<file path="config.mk">
export PLATFORM = sky130hd
export DESIGN_NAME = lagd_ising_job_sched
export DESIGN_NICKNAME = d
export VERILOG_FILES = /design/src/rtl/lagd_ising_job_sched_pkg.sv /design/src/rtl/lagd_ising_job_sched_rr_pick.sv /design/src/rtl/lagd_ising_job_sched.sv
export SDC_FILE = /design/constraint.sdc
export NUM_CORES = 1
export LEC_CHECK = 0
export ABC_AREA = 1
export CAP_MARGIN = 20
export CELL_PAD_IN_SITES_DETAIL_PLACEMENT = 1
export CELL_PAD_IN_SITES_GLOBAL_PLACEMENT = 2
export CORE_AREA = 4 4 175 177
export DETAILED_ROUTE_END_ITERATION = 10
export DIE_AREA = 0 0 179 181
export GPL_TIMING_DRIVEN = 0
export HOLD_SLACK_MARGIN = 0.12
export PLACE_DENSITY = 0.75
export SYNTH_ARGS = -nofsm -noshare
export SYNTH_HDL_FRONTEND = slang
export SYNTH_SLANG_ARGS = --single-unit
</file>
<file path="constraint.sdc">
create_clock -name clk_i -period 2.9 [get_ports clk_i]
set_input_delay 0.29 -clock clk_i [delete_from_list [all_inputs] [get_ports clk_i]]
set_output_delay 0.29 -clock clk_i [all_outputs]
set_load 0.01 [all_outputs]
</file>
<file path="src/rtl/lagd_ising_job_sched_pkg.sv">
`default_nettype none
// ============================================================================
//  Module      : lagd_ising_job_sched_pkg
//  Description : Shared types and defaults for the Ising-core job scheduler.
//  Revision    : 1.0 - initial release
// ============================================================================
package lagd_ising_job_sched_pkg;

    typedef enum logic [1:0] {
        SCHED_IDLE      = 2'd0,
        SCHED_RUN       = 2'd1,
        SCHED_DONE_PEND = 2'd2
    } sched_core_state_e;

    localparam int c_SCHED_JOB_ID_W    = 8;
    localparam int c_SCHED_CFG_W       = 32;
    localparam int c_SCHED_QUEUE_DEPTH = 4;
    localparam int c_SCHED_TIMEOUT_W   = 16;

    typedef struct packed {
        logic [c_SCHED_JOB_ID_W-1:0] id;
        logic [c_SCHED_CFG_W-1:0]    cfg;
    } sched_job_t;

    // Round-robin pointer advance: the slot after idx, wrapping at n.
    function automatic int unsigned sched_next_idx(input int unsigned idx, input int unsigned n);
        return (idx + 1 >= n) ? 0 : idx + 1;
    endfunction

endpackage
`default_nettype wire

</file>
<file path="src/rtl/lagd_ising_job_sched_rr_pick.sv">
`default_nettype none
// ============================================================================
//  Module      : lagd_ising_job_sched_rr_pick
//  Description : Combinational round-robin pick: first request at or after ptr.
//  Revision    : 1.0 - initial release
// ============================================================================
module lagd_ising_job_sched_rr_pick #(
    parameter int NUM_REQ = 4,
    localparam int IDX_W  = (NUM_REQ > 1) ? $clog2(NUM_REQ) : 1
) (
    input  logic [NUM_REQ-1:0] i_req,
    input  logic [IDX_W-1:0]   i_ptr,
    output logic [NUM_REQ-1:0] o_gnt,
    output logic [IDX_W-1:0]   o_idx,
    output logic               o_valid
);

    logic             w_hi_found;
    logic [IDX_W-1:0] w_hi_idx;
    logic [IDX_W-1:0] w_lo_idx;

    // Descending scan leaves the lowest match overall and the lowest match >= ptr.
    always_comb begin
        w_hi_found = 1'b0;
        w_hi_idx   = '0;
        w_lo_idx   = '0;
        o_valid    = 1'b0;
        for (int i = NUM_REQ - 1; i >= 0; i--) begin
            if (i_req[i]) begin
                o_valid  = 1'b1;
                w_lo_idx = IDX_W'(i);
                if (IDX_W'(i) >= i_ptr) begin
                    w_hi_found = 1'b1;
                    w_hi_idx   = IDX_W'(i);
                end
            end
        end
        o_idx = w_hi_found ? w_hi_idx : w_lo_idx;
        o_gnt = '0;
        for (int i = 0; i < NUM_REQ; i++) begin
            o_gnt[i] = o_valid && (o_idx == IDX_W'(i));
        end
    end

endmodule
`default_nettype wire

</file>
<file path="src/rtl/lagd_ising_job_sched.sv">
`default_nettype none
// ============================================================================
//  Module      : lagd_ising_job_sched
//  Description : Job queue + round-robin dispatch/completion for Ising cores.
//                Optional per-core watchdog under LAGD_SCHED_WATCHDOG_EN.
//  Revision    : 1.0 - initial release
// ============================================================================
module lagd_ising_job_sched
    import lagd_ising_job_sched_pkg::*;
#(
    parameter int NUM_CORES    = 4,
    parameter int JOB_ID_WIDTH = c_SCHED_JOB_ID_W,
    parameter int CFG_WIDTH    = c_SCHED_CFG_W,
    parameter int QUEUE_DEPTH  = c_SCHED_QUEUE_DEPTH,
    parameter int TIMEOUT_W    = c_SCHED_TIMEOUT_W,
    localparam int CORE_IW     = (NUM_CORES > 1) ? $clog2(NUM_CORES) : 1
) (
    input  logic                    clk_i,
    input  logic                    rst_ni,
    input  logic                    job_valid_i,
    output logic                    job_ready_o,
    input  logic [JOB_ID_WIDTH-1:0] job_id_i,
    input  logic [CFG_WIDTH-1:0]    job_cfg_i,
    output logic [NUM_CORES-1:0]    core_start_o,
    output logic [CFG_WIDTH-1:0]    core_cfg_o,
    input  logic [NUM_CORES-1:0]    core_done_i,
    output logic [NUM_CORES-1:0]    core_abort_o,
    input  logic [TIMEOUT_W-1:0]    timeout_cycles_i,
    output logic                    cmpl_valid_o,
    input  logic                    cmpl_ready_i,
    output logic [JOB_ID_WIDTH-1:0] cmpl_id_o,
    output logic [CORE_IW-1:0]      cmpl_core_o,
    output logic                    cmpl_timeout_o,
    output logic [NUM_CORES-1:0]    core_busy_o,
    output logic                    spurious_o
);

    localparam int QAW = $clog2(QUEUE_DEPTH);

    logic [JOB_ID_WIDTH-1:0] r_q_id  [QUEUE_DEPTH];
    logic [CFG_WIDTH-1:0]    r_q_cfg [QUEUE_DEPTH];
    logic [QAW-1:0]          r_wr, r_rd;
    logic [QAW:0]            r_cnt;
    logic                    w_full, w_empty, w_push, w_pop;

    sched_core_state_e       r_state [NUM_CORES];
    logic [JOB_ID_WIDTH-1:0] r_id    [NUM_CORES];
    logic [NUM_CORES-1:0]    r_tmo;
    logic                    r_spur;
    logic [CORE_IW-1:0]      r_start_ptr, r_cmpl_ptr, r_hold_idx;
    logic                    r_hold;

    logic [NUM_CORES-1:0]    w_idle, w_pend, w_start, w_expire, w_cmpl_clr;
    logic [NUM_CORES-1:0]    w_disp_gnt, w_unused_cmpl_gnt;
    logic [CORE_IW-1:0]      w_disp_idx, w_cpick_idx, w_cmpl_sel;
    logic                    w_disp_ok, w_cpick_valid, w_cmpl_valid, w_cmpl_hs;

    assign w_full      = (r_cnt == (QAW+1)'(QUEUE_DEPTH));
    assign w_empty     = (r_cnt == '0);
    assign w_push      = job_valid_i && !w_full;
    assign w_pop       = !w_empty && w_disp_ok;
    assign job_ready_o = !w_full;

    always_ff @(posedge clk_i) begin
        if (w_push) begin
            r_q_id[r_wr]  <= job_id_i;
            r_q_cfg[r_wr] <= job_cfg_i;
        end
    end

    always_ff @(posedge clk_i or negedge rst_ni) begin
        if (!rst_ni) begin
            r_wr  <= '0;
            r_rd  <= '0;
            r_cnt <= '0;
        end else begin
            if (w_push) r_wr <= r_wr + QAW'(1);
            if (w_pop)  r_rd <= r_rd + QAW'(1);
            case ({w_push, w_pop})
                2'b10:   r_cnt <= r_cnt + (QAW+1)'(1);
                2'b01:   r_cnt <= r_cnt - (QAW+1)'(1);
                default: r_cnt <= r_cnt;
            endcase
        end
    end

    always_comb begin
        w_idle = '0;
        w_pend = '0;
        for (int c = 0; c < NUM_CORES; c++) begin
            w_idle[c] = (r_state[c] == SCHED_IDLE);
            w_pend[c] = (r_state[c] == SCHED_DONE_PEND);
        end
    end
    assign core_busy_o = ~w_idle;

    lagd_ising_job_sched_rr_pick #(.NUM_REQ(NUM_CORES)) u_disp_pick (
        .i_req   (w_idle),
        .i_ptr   (r_start_ptr),
        .o_gnt   (w_disp_gnt),
        .o_idx   (w_disp_idx),
        .o_valid (w_disp_ok)
    );

    lagd_ising_job_sched_rr_pick #(.NUM_REQ(NUM_CORES)) u_cmpl_pick (
        .i_req   (w_pend),
        .i_ptr   (r_cmpl_ptr),
        .o_gnt   (w_unused_cmpl_gnt),
        .o_idx   (w_cpick_idx),
        .o_valid (w_cpick_valid)
    );

    assign w_start      = w_pop ? w_disp_gnt : '0;
    assign core_start_o = w_start;
    assign core_cfg_o   = w_pop ? r_q_cfg[r_rd] : '0;

    // A presented completion is locked until accepted so late arrivals cannot reorder it.
    assign w_cmpl_valid   = r_hold || w_cpick_valid;
    assign w_cmpl_sel     = r_hold ? r_hold_idx : w_cpick_idx;
    assign w_cmpl_hs      = w_cmpl_valid && cmpl_ready_i;
    assign cmpl_valid_o   = w_cmpl_valid;
    assign cmpl_id_o      = w_cmpl_valid ? r_id[w_cmpl_sel] : '0;
    assign cmpl_core_o    = w_cmpl_valid ? w_cmpl_sel : '0;
    assign cmpl_timeout_o = w_cmpl_valid && r_tmo[w_cmpl_sel];
    assign spurious_o     = r_spur;

    always_comb begin
        w_cmpl_clr = '0;
        if (w_cmpl_hs) w_cmpl_clr[w_cmpl_sel] = 1'b1;
    end

    always_ff @(posedge clk_i or negedge rst_ni) begin
        if (!rst_ni) begin
            r_hold      <= 1'b0;
            r_hold_idx  <= '0;
            r_cmpl_ptr  <= '0;
            r_start_ptr <= '0;
        end else begin
            if (w_pop) r_start_ptr <= CORE_IW'(sched_next_idx(32'(w_disp_idx), NUM_CORES));
            if (w_cmpl_hs) begin
                r_hold     <= 1'b0;
                r_cmpl_ptr <= CORE_IW'(sched_next_idx(32'(w_cmpl_sel), NUM_CORES));
            end else if (w_cmpl_valid) begin
                r_hold     <= 1'b1;
                r_hold_idx <= w_cmpl_sel;
            end
        end
    end

    always_ff @(posedge clk_i or negedge rst_ni) begin
        if (!rst_ni) begin
            r_tmo  <= '0;
            r_spur <= 1'b0;
            for (int c = 0; c < NUM_CORES; c++) begin
                r_state[c] <= SCHED_IDLE;
                r_id[c]    <= '0;
            end
        end else begin
            for (int c = 0; c < NUM_CORES; c++) begin
                if (core_done_i[c] && r_state[c] != SCHED_RUN) r_spur <= 1'b1;
                if (w_start[c]) begin
                    r_state[c] <= SCHED_RUN;
                    r_id[c]    <= r_q_id[r_rd];
                    r_tmo[c]   <= 1'b0;
                end else if (r_state[c] == SCHED_RUN) begin
                    if (core_done_i[c]) begin
                        r_state[c] <= SCHED_DONE_PEND;
                        r_tmo[c]   <= 1'b0;
                    end else if (w_expire[c]) begin
                        r_state[c] <= SCHED_DONE_PEND;
                        r_tmo[c]   <= 1'b1;
                    end
                end else if (w_cmpl_clr[c]) begin
                    r_state[c] <= SCHED_IDLE;
                end
            end
        end
    end

`ifdef LAGD_SCHED_WATCHDOG_EN
    logic [TIMEOUT_W-1:0] r_wd_cnt [NUM_CORES];
    logic [NUM_CORES-1:0] r_wd_en;

    always_ff @(posedge clk_i or negedge rst_ni) begin
        if (!rst_ni) begin
            r_wd_en <= '0;
            for (int c = 0; c < NUM_CORES; c++) r_wd_cnt[c] <= '0;
        end else begin
            for (int c = 0; c < NUM_CORES; c++) begin
                if (w_start[c]) begin
                    r_wd_cnt[c] <= timeout_cycles_i;
                    r_wd_en[c]  <= |timeout_cycles_i;
                end else if (r_state[c] == SCHED_RUN && r_wd_en[c] && r_wd_cnt[c] != '0) begin
                    r_wd_cnt[c] <= r_wd_cnt[c] - TIMEOUT_W'(1);
                end
            end
        end
    end

    // Expiry is the cycle the count would reach zero; a same-cycle done takes precedence.
    always_comb begin
        w_expire = '0;
        for (int c = 0; c < NUM_CORES; c++) begin
            w_expire[c] = (r_state[c] == SCHED_RUN) && r_wd_en[c] &&
                          (r_wd_cnt[c] == TIMEOUT_W'(1)) && !core_done_i[c];
        end
    end
`else
    logic w_unused_timeout;
    assign w_unused_timeout = ^timeout_cycles_i;
    assign w_expire         = '0;
`endif
    assign core_abort_o = w_expire;

endmodule
`default_nettype wire

</file>
### Word level (Yosys, flattened, before mapping)

Memory sizes are Yosys's and may differ from the RTL's.
Cells that the tools add are included.

| word-level totals | value |
|---|---|
| register bits | 59 |
| bits in latches | 0 |
| bits in writable memories | 160 |
| ROM bits | 0 |
| output and inout bits | 58 |
| memories kept | 2 |

Memories:

| memory | words | width | rd ports | clocked after Yosys merged registers in | write ports | line | text |
|---|---|---|---|---|---|---|---|
| r_q_cfg | 4 | 32 | 1 | 0 | 1 | lagd_ising_job_sched.sv:41 | `logic [CFG_WIDTH-1:0] r_q_cfg [QUEUE_DEPTH];` |
| r_q_id | 4 | 8 | 1 | 0 | 1 | lagd_ising_job_sched.sv:40 | `logic [JOB_ID_WIDTH-1:0] r_q_id [QUEUE_DEPTH];` |

| operators by class | value |
|---|---|
| add/sub/neg operators | 6 |
| multipliers | 0 |
| divide/modulo/power cells | 0 |
| magnitude comparators | 13 |
| eq/ne operators | 22 |
| shift-type cells | 0 |
| mux-type cells | 102 |
| bitwise operators | 3 |
| reduce and logical (&&, ||, !) cells | 46 |

Operator list:

| operator | count |
|---|---|
| $mux W2 | 46 |
| $mux W1 | 46 |
| $mux W32 | 1 |
| $mux W8 | 3 |
| $reduce_bool A2 Y1 | 10 |
| $reduce_and A2 Y1 | 9 |
| $bmux W8 S2 | 1 |
| $eq A2 B2 Y1 const B | 7 |
| $logic_and A1 B1 Y1 | 13 |
| $eq A2 B1 Y1 const B | 6 |
| $ne A3 B3 Y1 const B | 4 |
| $reduce_bool A3 Y1 | 4 |
| $logic_not A2 Y1 | 5 |
| $ge A3 B3 Y1 const B | 3 |
| $ge A1 B2 Y1 const A | 4 |
| $ge A2 B2 Y1 const A | 4 |
| $mux W4 | 2 |
| $ne A2 B1 Y1 const B | 4 |
| $add A2 B1 Y3 const B | 2 |
| $pmux W3 S2 | 1 |
| $add A2 B1 Y2 const B | 2 |
| $not A4 Y4 | 1 |
| $reduce_bool A4 Y1 | 1 |
| $add A3 B1 Y3 const B | 1 |
| 11 further kinds | 12 |

### Depth between registers and ports, before layout

Gate-level depths: netlist (run 1).

| logic depth | value |
|---|---|
| depth in word-level cells | 19 |
| mapped depth | 14 |

### Modules after synthesis

A second synthesis (run 1) with hierarchy kept.

| second synthesis, totals | value |
|---|---|
| cells, all modules | 886 |
| area total of the unflattened synthesis | 9,213.8 µm² |

By module, submodules not included:

| module | times used | cells an instance | area each (µm²) |
|---|---|---|---|
| lagd_ising_job_sched | 1 | 828 | 8,968.6 |
| lagd_ising_job_sched_rr_pick | 2 | 29 | 122.6 |

### Worst setup path before layout (run 1)

No wires, ideal clock.

| timing | value |
|---|---|
| kind | reg-to-reg |
| from | reg r_cnt[0] |
| to | mem r_q_cfg[0][0] (netlist bit), enable pin |
| library setup time | 438 ps |
| arrival time | 2,484 ps |
| required time | 2,462 ps |
| path slack | -22 ps |
| stages on the path, launching flop included | 5 |
| path buffers | 0 |
| clock period less this slack | 2,922 ps |
| cell sequence | dfrtp_1 inv_1 nand3_1 nand2_1 nor2_1 |

| on the way | value |
|---|---|
| word-level cells in the longest chain between the ends | 5 |

RTL lines:

| element | line | text |
|---|---|---|
| from (decl) | lagd_ising_job_sched.sv:43 | `logic [QAW:0] r_cnt;` |
| from (signal assigned) | lagd_ising_job_sched.sv:80 | `2'b10: r_cnt <= r_cnt + (QAW+1)'(1);` |
| from (signal assigned) | lagd_ising_job_sched.sv:81 | `2'b01: r_cnt <= r_cnt - (QAW+1)'(1);` |
| from (signal assigned) | lagd_ising_job_sched.sv:82 | `default: r_cnt <= r_cnt;` |
| $eq A3 B3 Y1 | lagd_ising_job_sched.sv:58 | `assign w_full = (r_cnt == (QAW+1)'(QUEUE_DEPTH));` |
| $logic_not A1 Y1 | - |  |
| net job_ready_o | lagd_ising_job_sched.sv:21 | `output logic job_ready_o,` |
| $logic_and A1 B1 Y1 | lagd_ising_job_sched.sv:60 | `assign w_push = job_valid_i && !w_full;` |
| $mux W1 | lagd_ising_job_sched.sv:65 | `if (w_push) begin` |
| $mux W1 (implied by the code) | lagd_ising_job_sched.sv:67 | `r_q_cfg[r_wr] <= job_cfg_i;` |
| to (decl) | lagd_ising_job_sched.sv:41 |  |

The timed path passes the listed nets, and every way through them passes these cells.

### Worst setup path after layout (run 1)

| timing | value |
|---|---|
| from | reg r_state[3] (netlist bit) |
| to | out core_cfg_o[1] |

| on the way | value |
|---|---|
| word-level cells in the longest chain between the ends | 6 |

RTL lines:

| element | line | text |
|---|---|---|
| from (decl) | lagd_ising_job_sched.sv:46 | `sched_core_state_e r_state [NUM_CORES];` |
| from (signal, indexed assignment) | lagd_ising_job_sched.sv:155 | `r_state[c] <= SCHED_IDLE;` |
| from (signal, indexed assignment) | lagd_ising_job_sched.sv:162 | `r_state[c] <= SCHED_RUN;` |
| from (signal, indexed assignment) | lagd_ising_job_sched.sv:167 | `r_state[c] <= SCHED_DONE_PEND;` |
| $logic_not A2 Y1 | lagd_ising_job_sched.sv:91 | `w_idle[c] = (r_state[c] == SCHED_IDLE);` |
| $mux W1 (3 in a row) | lagd_ising_job_sched_rr_pick.sv:29 | `if (i_req[i]) begin` |
| $logic_and A1 B1 Y1 | lagd_ising_job_sched.sv:61 | `assign w_pop = !w_empty && w_disp_ok;` |
| net w_pop | lagd_ising_job_sched.sv:44 | `logic w_full, w_empty, w_push, w_pop;` |
| $mux W32 | lagd_ising_job_sched.sv:115 | `assign core_cfg_o = w_pop ? r_q_cfg[r_rd] : '0;` |
| to (decl) | lagd_ising_job_sched.sv:25 | `output logic [CFG_WIDTH-1:0] core_cfg_o,` |

The timed path passes the listed nets, and every way through them passes these cells.

==> flow_summary.json, run 1 <==
{
  "drtAntennaViolNets": 0,
  "clk_pin_slew_ns": 0.05,
  "ff_latch_area_um2": 6180,
  "num_antenna_cells": 0,
  "yosysSeqAreaShare_pct": 67.0,
  "drc": 0,
  "synth_area_um2": 9220,
  "finalClockSkew_ns": 0.00899,
  "cts_tree": "done",
  "setup_viol_count_final": 0,
  "p_total_w": 0.0158,
  "slew_headroom_pct": 39.4,
  "hold_viol": 0,
  "grt_max_degree": 32,
  "syn_to_final_growth_pct": 29.3,
  "internal-power_w": 0.00931,
  "port_buffers": 100,
  "wl_per_cell_um": 17.7,
  "min_period_ns": 2.84,
  "worstPathCellList": "nor2_4, nor4_4, nor2_4, inv_4, buf_4, a21oi_1, clkdlybuf4s50_1",
  "hold_path_class": "input pin to async pin",
  "syn_inst": 847,
  "p_leak_nw": 4.60,
  "slew_violations": 0,
  "dp_hpwl_um": 16600,
  "yosys.area.top_type": "edfxtp_1",
  "tightest_slew_ns": 0.906,
  "hold_ws_ns": 0.346,
  "slowest_delay_ns": 0.60,
  "slowest_stage": "clkdlybuf4s50_1",
  "arrival_ns": 2.55,
  "synthArstFlopShare_pct": 25.6,
  "wl_um": 24900,
  "ios": 122,
  "yosysWarnings": 0,
  "cts-htree-levels": 1,
  "clockBufferDepth": 3,
  "yosys_register_bits": 215,
  "synth_top_area_share_pct": 52.1,
  "rows": 63,
  "peakVddDrop_uv": 543,
  "die_h_um": 181,
  "clock_latency_ns": 0.53,
  "rsz0062_at_grt": "yes",
  "cts-root-buf": "clkbuf_16",
  "avgSynthCellArea_um2": 10.9,
  "outcome": "completed",
  "p_switching_w": 0.00651,
  "clock.fmax_mhz": 352,
  "yosys_most_used_dff": "edfxtp_1",
  "antenna_found_initial": 3,
  "vias_per_cell": 4.67,
  "grt_usage_pct": 15.3,
  "synth_most_common_cell": "nor2_1",
  "pre_cts_slack_ns": -0.159,
  "grt_remaining_overflow": 0,
  "drt-initial-drc-count": 238,
  "required_ns": 2.61,
  "vias": 6569,
  "nNetsFinal": 1076,
  "start_kind": "register",
  "crit_type": "register to output pin",
  "core-area_um2": 29200,
  "fin_util_pct": 40.8,
  "cts_made_buffers": 26,
  "period_share_pct": 97.9,
  "firstDrtPassIters": 4,
  "grt_pass1_wl_um": 39000,
  "synthTopCellsByCount": "nor2_1, edfxtp_1, o21ai_0",
  "critical_path_buf_inv_count": 3,
  "die_w_um": 179,
  "n_fill_cell": 3196,
  "ys_top_cells_by_area": "edfxtp_1, dfrtp_1, nor2_1",
  "pwr-share-comb_pct": 52.1,
  "die-area_um2": 32400,
  "critPathCaptureType": "output pin",
  "power_density_nw_per_um2": 1330,
  "yosys.cell_types.count": 37,
  "cap_violations": 0,
  "final_layout_size_suffix_gt1_share_pct": 15.5,
  "pwr-share-seq_pct": 28.5,
  "fin_ws_ns": 0.0622,
  "start_util_pct": 31.5,
  "path_max_fanout": 10,
  "multi_input_area_um2": 2650,
  "synth_edf_count": 160,
  "clock-sinks": 215,
  "routabilityCongestion": 0.733,
  "sw_frac_of_total_pct": 41.2,
  "grt_pass1_vias": 6931,
  "cp_top_family": "buffers and inverters",
  "cp_common_cell": "nor2_4",
  "p_clk_share_pct": 19.4
}
[final timing paths]
path                              startpoint       endpoint  slack [ns]  cells past startpoint
worst max-delay path              r_state[3]  core_cfg_o[1]        0.06                      7
worst min-delay path                  rst_ni     r_state[2]        0.35                      2
worst max register to register      r_cnt[0]   r_q_id[2][0]        0.60                      5
worst min register to register      r_cnt[2]       r_cnt[2]        0.50                      1
max in group asynchronous             rst_ni        r_id[2]        1.94                      3
min in group clk_i              cmpl_ready_i         r_hold        0.37                      2
[placed cells by master, fill, tap and decap left out, types with 5 or more instances in the layout]
cell	synthesis	routed
inv_2	11	6
a21oi_1	46	40
buf_2	7	10
clkbuf_4	0	7
clkbuf_2	0	11
clkbuf_1	20	14
edfxtp_1	160	160
ha_1	13	13
nand3_1	37	37
buf_4	6	26
o21ai_1	28	28
clkdlybuf4s50_1	0	82
nor2_4	2	10
inv_1	60	59
buf_6	6	5
dlymetal6s2s_1	0	5
clkinv_2	0	5
a21oi_2	1	7
o22ai_1	10	10
o21ai_0	97	97
nand2_1	83	78
nor2_1	166	159
dfrtp_1	55	53
nand2_2	6	11
clkbuf_16	0	26
conb_1	1	5
[cells by family after synthesis]
family | synth area share [%]
and+or+nand+nor | 13.9
xor gates and xnor gates | 0.380
AOI/OAI and AO/OA | 10.9
DFF | 67.0
adders and majority gates | 1.98
buffers and inverters | 5.51
other | 0.0407
muxes | 0.244
[cell type report]
class                      count  share of cell area (%)
sequential                   215                    51.8
timing repair buffer         122                    10.2
multi-input combinational    521                    22.2
clock inverter                11                   0.871
inverter                      71                    2.42
tap                          390                    4.09
buffer                        41                    2.28
clock buffer                  37                    6.05
[metal layers]
metal	routed length [um]	up-vias	share of wire [%]	track usage, %
met5	46	-	0.18	0
met4	356	6	1.4	2.64
met3	1330	31	5.3	3.72
met2	12200	129	49	26.1
met1	11000	3215	44	20.1
li1	-	3188	-	-
[flip-flops by register name, indices dropped and copies added, names as in the netlist, 2 cells and up]
name,flops
r_id,32
r_cnt,3
r_rd,2
r_q_cfg,128
r_start_ptr,2
r_q_id,32
r_hold_idx,2
r_cmpl_ptr,2
r_state,8
r_wr,2
[repair_timing]
item | CTS | global route
hold endpoints to repair | 24 | 0
endpoints found under the setup margin | 44 | 37
resized for setup | 60 | 51
buffers inserted | 8 | 8
hold buffers | 1 | 0
pin swaps | 2 | 4
[metrics by stage]
step	cell area, um2	setup TNS, ns	cells
after global placement	10700	-307.42	1341
after CTS	11900	0	1402
after global routing	11900	-0.125	1408
final	11900	0	1408
after detailed placement	10900	-0.271	1346
after floorplan	9240	-3.50	851
[power groups by stage]
stage	Clock, W	Sequential, W	Combinational (W)
after floorplan	0	0.00449	0.00456
after global placement	0	0.00456	0.00781
after detailed placement	0	0.00454	0.00805
after CTS	0.00316	0.00451	0.00831
after global routing	0.00331	0.00459	0.00925
final	0.00307	0.00452	0.00824
Power figures use the tool's default switching activity.
==> inputs of run 2 (changes only) <==
Settings changed: CAP_MARGIN 20 to 5.
==> run 2 against run 1 <==
  * Sequential share of layout area up 0.24 points
  * Largest cell class unchanged
  * Combinational power down 1%
  * Final area down 0.46%
  * Clock skew up 0.013 ns
  * Register-to-register slack better by 0.03 ns
  * Critical path depth unchanged
  * Global-route usage up 0.15 points
  * Worst hold slack worse by 0.017 ns
  * Critical endpoint is now core_cfg_o[15]
  * Highest routed layer unchanged
  * Clock-buffer cell count down 3
  * Largest power group unchanged
  * Via count about the same
  * Die area unchanged
==> flow_summary.json, run 2 (same netlist as run 1, synthesis figures left out) <==
{
  "pwr-share-seq_pct": 28.8,
  "largestRegisters": "r_q_cfg (128), r_id (32), r_q_id (32)",
  "final_layout_size_suffix_gt1_share_pct": 15.6,
  "final_common_cell": "edfxtp_1",
  "worstPathCellList": "nor2_4, nor4_4, nor2_4, inv_2, clkbuf_4, a21oi_1, clkdlybuf4s50_1",
  "clk_pin_slew_ns": 0.06,
  "pwr-share-comb_pct": 52.0,
  "finalClockSkew_ns": 0.0216,
  "critPathCaptureType": "output pin",
  "vias_per_cell": 4.69,
  "clock-sinks": 215,
  "period_share_pct": 96.5,
  "p_clk_share_pct": 19.2,
  "p_leak_nw": 4.55,
  "p_total_w": 0.0157,
  "largest_reg_flops": 128,
  "clock_latency_ns": 0.55,
  "grt_pass1_wl_um": 39400,
  "drtAntennaViolNets": 0,
  "vias": 6570,
  "clockBufferDepth": 3,
  "core-area_um2": 29200,
  "min_period_ns": 2.80,
  "slew_headroom_pct": 40.4,
  "start_util_pct": 31.5,
  "wl_um": 24700,
  "slew_violations": 0,
  "peakVddDrop_uv": 556,
  "grt_remaining_overflow": 0,
  "slowest_stage": "clkdlybuf4s50_1",
  "hold_path_class": "input pin to async pin",
  "cts-root-buf": "clkbuf_16",
  "max_flop_register": "r_q_cfg",
  "arrival_ns": 2.51,
  "rows": 63,
  "cp_common_cell": "nor2_4",
  "syn_to_final_growth_pct": 28.7,
  "grt_usage_pct": 15.5,
  "slowest_delay_ns": 0.59,
  "die_w_um": 179,
  "port_buffers": 100,
  "cts-htree-levels": 1,
  "start_kind": "register",
  "cts_made_buffers": 26,
  "p_switching_w": 0.00653,
  "fin_util_pct": 40.6,
  "cap_violations": 0,
  "dp_hpwl_um": 16500,
  "drt-initial-drc-count": 339,
  "sw_frac_of_total_pct": 41.7,
  "cts_tree": "done",
  "routabilityCongestion": 0.733,
  "grt_pass1_vias": 6929,
  "num_antenna_cells": 0,
  "setup_viol_count_final": 0,
  "hold_viol": 0,
  "layout_common_cells": "edfxtp_1, nor2_1, o21ai_0, clkdlybuf4s50_1, nand2_1",
  "clock.fmax_mhz": 357,
  "grt_max_degree": 32,
  "crit_type": "register to output pin",
  "rsz0062_at_grt": "yes",
  "internal-power_w": 0.00913,
  "antenna_found_initial": 2,
  "drc": 0,
  "nNetsFinal": 1070,
  "path_max_fanout": 10,
  "outcome": "completed",
  "power_density_nw_per_um2": 1320,
  "tightest_slew_ns": 0.891,
  "ios": 122,
  "die-area_um2": 32400,
  "wl_per_cell_um": 17.7,
  "die_h_um": 181,
  "firstDrtPassIters": 4,
  "required_ns": 2.61
}
## run 2: layer usage
metal  routed length, um  track usage [%]
met1               10700             20.3
met2               12100             26.1
met3                1450             3.79
met4                 445             3.13
met5                  38                0
## run 2: per-stage QoR
step / setup TNS (ns) / setup WS [ns] / hold WS, ns / instance area [um2] / cells
after floorplan: -3.50 / -0.0219 / -0.00559 / 9240 / 851
after global placement: -307.42 / -1.88 / 0.490 / 10700 / 1341
after detailed placement: -0.275 / -0.158 / 0.358 / 10900 / 1346
after CTS: 0 / 0.000363 / 0.328 / 11800 / 1398
after global routing: -0.0513 / -0.0245 / 0.357 / 11900 / 1400
final: 0 / 0.100 / 0.329 / 11900 / 1400
## run 2: worst max-delay path: cells and delay by family (launching register included)
family / cells / cell delay [ns]
AOI/OAI and AO/OA: 1 / 0.22
DFF: 1 / 0.43
and+or+nand+nor: 3 / 0.41
buffers and inverters: 3 / 0.92
## run 2: area by class of cell
| cell class | count | area, um2 |
|---|---|---|
| clock inverters | 12 | 116 |
| multi-input cells | 521 | 2680 |
| plain buffers | 40 | 270 |
| fillers | 3202 | 17400 |
| well taps | 390 | 488 |
| flip-flops and latches | 215 | 6180 |
| inverters | 71 | 292 |
| repair buffers | 117 | 1170 |
| clock buffers | 34 | 681 |
## run 2: path summary, 6_finish.rpt
kind                         startpoint             end  slack [ns]  depth (start not counted)
max                          r_state[2]  core_cfg_o[15]        0.10                          7
min in group clk_i         cmpl_ready_i          r_hold        0.36                          2
min reg2reg                  spurious_o      spurious_o        0.50                          2
min                              rst_ni         r_wr[1]        0.33                          2
max reg2reg                    r_cnt[0]    r_q_id[2][3]        0.63                          5
max in group asynchronous        rst_ni        r_id[22]        1.96                          3
## run 2: timing repair
| action | 4_1_cts | 5_1_grt |
|---|---|---|
| buffers inserted | 6 | 5 |
| resized for setup | 59 | 66 |
| hold buffers | 1 | 0 |
| pin swaps | 2 | 4 |
| endpoints found under the setup margin | 44 | 43 |
| hold endpoints to repair | 24 | 0 |
## run 2: power groups by stage
| stage | Clock [W] | Combinational, W | Sequential, W |
|---|---|---|---|
| 3_5_place_dp | 0 | 0.00804 | 0.00454 |
| 5_1_grt | 0.00325 | 0.00916 | 0.00459 |
| 4_1_cts | 0.00311 | 0.00826 | 0.00451 |
| 6_report | 0.00301 | 0.00814 | 0.00452 |
| 3_3_place_gp | 0 | 0.00781 | 0.00456 |
| 2_1_floorplan | 0 | 0.00456 | 0.00449 |
==> inputs of run 3 (changes only) <==
Settings changed: CORE_AREA 4 4 175 177 to 4 4 160 193, DIE_AREA 0 0 179 181 to 0 0 164 197, SKIP_CTS_REPAIR_TIMING from default to 1.
==> run 3 against run 2 <==
  * Non-clock buffer count rose by 2
  * Cell count fell by 0.36%
  * Global-route usage barely moved
  * Maximum frequency fell by 2.6%
  * Via count barely moved
  * Clock skew rose by 0.0085 ns
  * Sequential power barely moved
  * Critical path type unchanged
  * Core utilization rose by 0.78 points
  * Final area rose by 0.22%
  * Critical endpoint is now core_start_o[2]
  * Worst setup slack got worse by 0.074 ns
==> flow_summary.json, run 3 (same netlist as run 1, synthesis figures left out) <==
{
  "outcome": "completed",
  "grt_pass1_vias": 7018,
  "power_density_nw_per_um2": 1320,
  "start_util_pct": 32.1,
  "cts-root-buf": "clkbuf_16",
  "rr_startpoint": "r_cnt[0]",
  "cts-htree-levels": 1,
  "cts_made_buffers": 24,
  "slew_headroom_pct": 37.2,
  "final_layout_size_suffix_gt1_share_pct": 15.0,
  "vias_per_cell": 4.71,
  "drtAntennaViolNets": 0,
  "routed.top_layer": "met5",
  "largest_reg_flops": 128,
  "n_fill_cell": 3218,
  "grt_pass1_wl_um": 39100,
  "period_share_pct": 99.1,
  "hold_path_class": "input pin to async pin",
  "path_max_fanout": 10,
  "drc": 0,
  "ios": 122,
  "fin_util_pct": 41.4,
  "largestRegisters": "r_q_cfg (128), r_id (32), r_q_id (32)",
  "rrSetupSlack_ns": 0.59,
  "final_common_cell": "edfxtp_1",
  "required_ns": 2.61,
  "r2r-end": "r_q_cfg[2][15]",
  "wl_met2_um": 12900,
  "crit_type": "register to output pin",
  "finalClockSkew_ns": 0.0301,
  "antenna_found_initial": 4,
  "rr_worst_depth": 5,
  "grt_max_degree": 26,
  "wl_per_cell_um": 17.9,
  "max_flop_register": "r_q_cfg",
  "wl_met3_um": 1350,
  "min_period_ns": 2.87,
  "cts_tree": "done",
  "slew_violations": 0,
  "hold_viol": 0,
  "layout_common_cells": "edfxtp_1, nor2_1, o21ai_0, nand2_1, clkdlybuf4s50_1",
  "core-area_um2": 28800,
  "clk_pin_slew_ns": 0.06,
  "vias": 6568,
  "grt_usage_pct": 15.5,
  "die-area_um2": 32300,
  "critPathCaptureType": "output pin",
  "grt_remaining_overflow": 0,
  "clock-sinks": 215,
  "hold_ws_ns": 0.210,
  "tightest_slew_ns": 0.939,
  "wl_um": 24900,
  "clock.fmax_mhz": 348,
  "wl_met1_um": 10300,
  "drt-initial-drc-count": 263,
  "start_kind": "register",
  "setup_viol_count_final": 0,
  "firstDrtPassIters": 4,
  "cap_violations": 0,
  "die_w_um": 164,
  "p_leak_nw": 4.72,
  "port_buffers": 100,
  "arrival_ns": 2.58,
  "die_h_um": 197,
  "routabilityCongestion": 0.744,
  "clockBufferDepth": 3,
  "rows": 68,
  "syn_to_final_growth_pct": 29.0,
  "num_antenna_cells": 0,
  "nNetsFinal": 1070,
  "clock_latency_ns": 0.53,
  "peakVddDrop_uv": 742,
  "finalSetupTns_ns": 0,
  "rsz0062_at_grt": "yes",
  "dp_hpwl_um": 16700
}
-- run 3: changes by cell type in the layout (fill, tap and decap cells not counted), sizes merged, moves of 2 or more --
cell / previous run / this run
dlymetal6s2s: 5 / 20
clkbuf: 66 / 55
clkdlybuf4s50: 82 / 76
buf: 35 / 37
clkinvlp: 1 / 3
-- run 3: critical path, cell delays in order, from the launching register on --
cell,delay (ns)
dfrtp_2,0.44
nor2_4,0.17
inv_2,0.07
or2_2,0.28
nand2_1,0.08
nor2_1,0.04
nand3_1,0.09
nand2_2,0.08
inv_1,0.08
ha_1,0.16
nand2_2,0.11
inv_6,0.13
buf_8,0.16
clkbuf_2,0.15
-- run 3: cell type report --
cell class	count	area [um2]	share of cell area, %
buffer	42	280	2.36
sequential	215	6180	52.0
timing repair buffer	117	1260	10.6
multi-input combinational	521	2670	22.4
tap	385	482	4.05
inverter	71	294	2.47
clock inverter	14	110	0.925
clock buffer	30	623	5.24
-- run 3: metrics by stage --
| step | total power [W] | std cells | setup WS [ns] | cell area [um2] |
|---|---|---|---|---|
| floorplan | 0.00905 | 851 | -0.0219 | 9240 |
| global placement | 0.0124 | 1336 | -1.79 | 10700 |
| detailed placement | 0.0126 | 1342 | -0.175 | 10900 |
| CTS | 0.0156 | 1386 | -0.762 | 11600 |
| global route | 0.0169 | 1395 | -0.156 | 11900 |
| finish | 0.0157 | 1395 | 0.0264 | 11900 |
-- run 3: report_power, final --
group          leakage (nW)  internal [W]  total, W  switching, W
registers              2.13       0.00421   0.00452      0.000302
logic                  2.24       0.00329   0.00829       0.00500
clock network         0.352       0.00162   0.00285       0.00123
-- run 3: how the worst max path moves through the flow --
stage / start / end / slack (ns) / cells after the start
CTS: r_state[5] / core_start_o[2] / -0.76 / 13
global placement: job_valid_i / r_q_cfg[2][10] / -1.79 / 3
detailed placement: r_state[5] / core_start_o[2] / -0.17 / 13
global route: r_state[5] / core_start_o[2] / -0.16 / 13
finish: r_state[5] / core_start_o[2] / 0.03 / 13
floorplan: r_cnt[0] / r_q_cfg[0][0] / -0.02 / 4
-- run 3: metal layers --
layer	vias up	global-route usage, %
met3	41	3.68
met2	126	28.0
met4	8	3.26
met5	-	0
li1	3167	-
met1	3226	18.8
==> patch: new RTL, config.mk and constraints of run 3 <==
Change the package constant `c_SCHED_CFG_W` from 32 to 28.
--- a/src/rtl/lagd_ising_job_sched_pkg.sv
+++ b/src/rtl/lagd_ising_job_sched_pkg.sv
@@ -14,5 +14,5 @@
 
     localparam int c_SCHED_JOB_ID_W    = 8;
-    localparam int c_SCHED_CFG_W       = 32;
+    localparam int c_SCHED_CFG_W       = 28;
     localparam int c_SCHED_QUEUE_DEPTH = 4;
     localparam int c_SCHED_TIMEOUT_W   = 16;
Ports: changed (resized core_cfg_o and job_cfg_i); port bits go from 122 to 114. The function was not compared with the original's and may differ.
==> patch against run 3 <==
  * Hold slack improved by 0.15 ns
  * Final cell count down 4.2%
  * First-iteration DRC count up 3.4%
  * Synthesized area is 7.4% lower
  * Design area shrank 7.6%
  * Sequential cell count is 16 lower
  * Total power decreased by 9.1%
  * Sequential power shrank 8.0%
  * Routed wire length is 7.4% lower
  * Setup slack gained 0.11 ns
  * Critical endpoint is now core_start_o[0]
  * Largest cell class unchanged
==> patch: results (changes against run 3) <==
<table>
<tr><th>Metric</th><th>Value</th></tr>
<tr><th colspan="2">Global route</th></tr>
<tr><td>Largest net degree at the start of global routing</td><td>37 (+42%)</td></tr>
<tr><td>Number of antenna violations at the first check in global routing</td><td>3 (-1)</td></tr>
<tr><td>Wire length of the first global-routing pass</td><td>36,090 µm (-7.7%)</td></tr>
<tr><td>Vias in the first global route</td><td>6,516 (-7.2%)</td></tr>
<tr><th colspan="2">Run status</th></tr>
<tr><td>Outcome</td><td>complete, no violations</td></tr>
<tr><th colspan="2">Logic synthesis</th></tr>
<tr><td>XOR/XNOR share of the synthesized area</td><td>0.4104% (+0.031 points)</td></tr>
<tr><td>Largest cells by area after synthesis</td><td>sky130_fd_sc_hd__edfxtp_1, sky130_fd_sc_hd__dfrtp_1, sky130_fd_sc_hd__nor2_1, sky130_fd_sc_hd__o21ai_0, sky130_fd_sc_hd__nand2_1</td></tr>
<tr><td>Asr flop ratio synth</td><td>27.64% (+2.1 points)</td></tr>
<tr><td>Number of enable flip-flop cells after synthesis</td><td>144 (-10%)</td></tr>
<tr><td>Register area share after synthesis</td><td>66.77% (-0.25 points)</td></tr>
<tr><td>Post-synthesis compound-gate area fraction</td><td>10.55% (-0.37 points)</td></tr>
<tr><td>Distinct cell type count of the synthesized netlist</td><td>33 (-11%)</td></tr>
<tr><th colspan="2">Route</th></tr>
<tr><td>Routed wire length per instance</td><td>17.28 µm (-3.3%)</td></tr>
<tr><th colspan="2">Pwr</th></tr>
<tr><td>Leakage power summed over all cells</td><td>4.647 nW (-1.6%)</td></tr>
<tr><td>Highest ir drop seen on vdd</td><td>557.2 µV (-25%)</td></tr>
<tr><th colspan="2">Placed design</th></tr>
<tr><td>Cell Area, Placed</td><td>0.01008 mm² (-7.4%)</td></tr>
<tr><td>Worst-case setup slack after placement</td><td>-0.1788 ns (-0.003985 ns)</td></tr>
<tr><td>Number of I/O port buffers</td><td>92 (-8.0%)</td></tr>
<tr><td>DP Wirelength</td><td>15,770 µm (-5.5%)</td></tr>
<tr><th colspan="2">Critical path</th></tr>
<tr><td>CP Data Arrival Time</td><td>2.48 ns (-0.10 ns)</td></tr>
<tr><th colspan="2">Finish</th></tr>
<tr><td>Largest registers in the final layout</td><td>r_q_cfg (112), r_id (32), r_q_id (32)</td></tr>
<tr><td>Total number of nets in the final design</td><td>1,011 (-5.5%)</td></tr>
<tr><th colspan="2">CTS</th></tr>
<tr><td>Clock buffers created by TritonCTS</td><td>17 (-29%)</td></tr>
<tr><td>H-Tree Depth</td><td>4 (+3)</td></tr>
<tr><th colspan="2">STA</th></tr>
<tr><td>Max transition margin</td><td>59.47% (+22 points)</td></tr>
</table>
-- patch: final timing paths --
| kind | end | start |
|---|---|---|
| max in group asynchronous | r_id[26] | rst_ni |
| setup reg to reg | r_cnt[2] | r_state[3] |
| setup / recovery | core_start_o[0] | r_state[5] |
| hold / removal | spurious_o | rst_ni |
| hold reg to reg | spurious_o | spurious_o |
| min in group clk_i | r_hold | cmpl_ready_i |
-- patch: final cells by class --
class                      count  area (µm²)
antenna                        1       2.502
buffer                        38       219.0
clock buffer                  18       429.2
clock inverter                14       165.2
fill                        3256       17760
inverter                      71       294.0
multi-input combinational    498        2485
sequential                   199        5702
tap                          385       481.7
timing repair buffer         111        1216
timing repair inverter         1       5.005
-- patch: layer usage --
metal	track usage, %	routed length, µm	up-vias
li1	-	-	2972
met5	0	27	-
met3	3.430	1010	13
met1	18.18	10230	3083
met4	3.356	150	4
met2	25.42	11670	107
-- patch: cell families (layout without fill, tap and decap cells) --
kind of cell	Yosys count	after routing
other cells	1	6
mux	1	1
fa+ha+maj	14	14
xor+xnor	4	4
flops	199	199
compound gates	173	173
buf+inv	111	253
simple gates	301	301
-- patch: worst max-delay path, stage by stage (launching register included) --
cell,delay (ns)
sky130_fd_sc_hd__dfrtp_1,0.41
sky130_fd_sc_hd__buf_4,0.15
sky130_fd_sc_hd__inv_2,0.07
sky130_fd_sc_hd__nand2_4,0.08
sky130_fd_sc_hd__or2_2,0.30
sky130_fd_sc_hd__nand2_2,0.09
sky130_fd_sc_hd__nor2_1,0.05
sky130_fd_sc_hd__nand2_1,0.07
sky130_fd_sc_hd__nand3_2,0.10
sky130_fd_sc_hd__ha_1,0.22
sky130_fd_sc_hd__nand2_2,0.10
sky130_fd_sc_hd__inv_4,0.08
sky130_fd_sc_hd__buf_6,0.16
sky130_fd_sc_hd__dlymetal6s2s_1,0.18
-- patch: per-stage QoR --
| step | instances | total power, mW |
|---|---|---|
| floorplan | 808 | 8.381 |
| CTS | 1322 | 14.19 |
| detailed placement | 1290 | 11.75 |
| global route | 1336 | 15.45 |
| global placement | 1285 | 11.56 |
| finish | 1336 | 14.23 |
-- patch: report_power, final --
part	total (mW)	switching, mW	internal (mW)	leakage (nW)
clock network	2.37	1.20	1.17	0.291
logic	7.71	4.72	2.98	2.37
registers	4.16	0.257	3.90	1.99
total	14.2	6.18	8.05	4.65
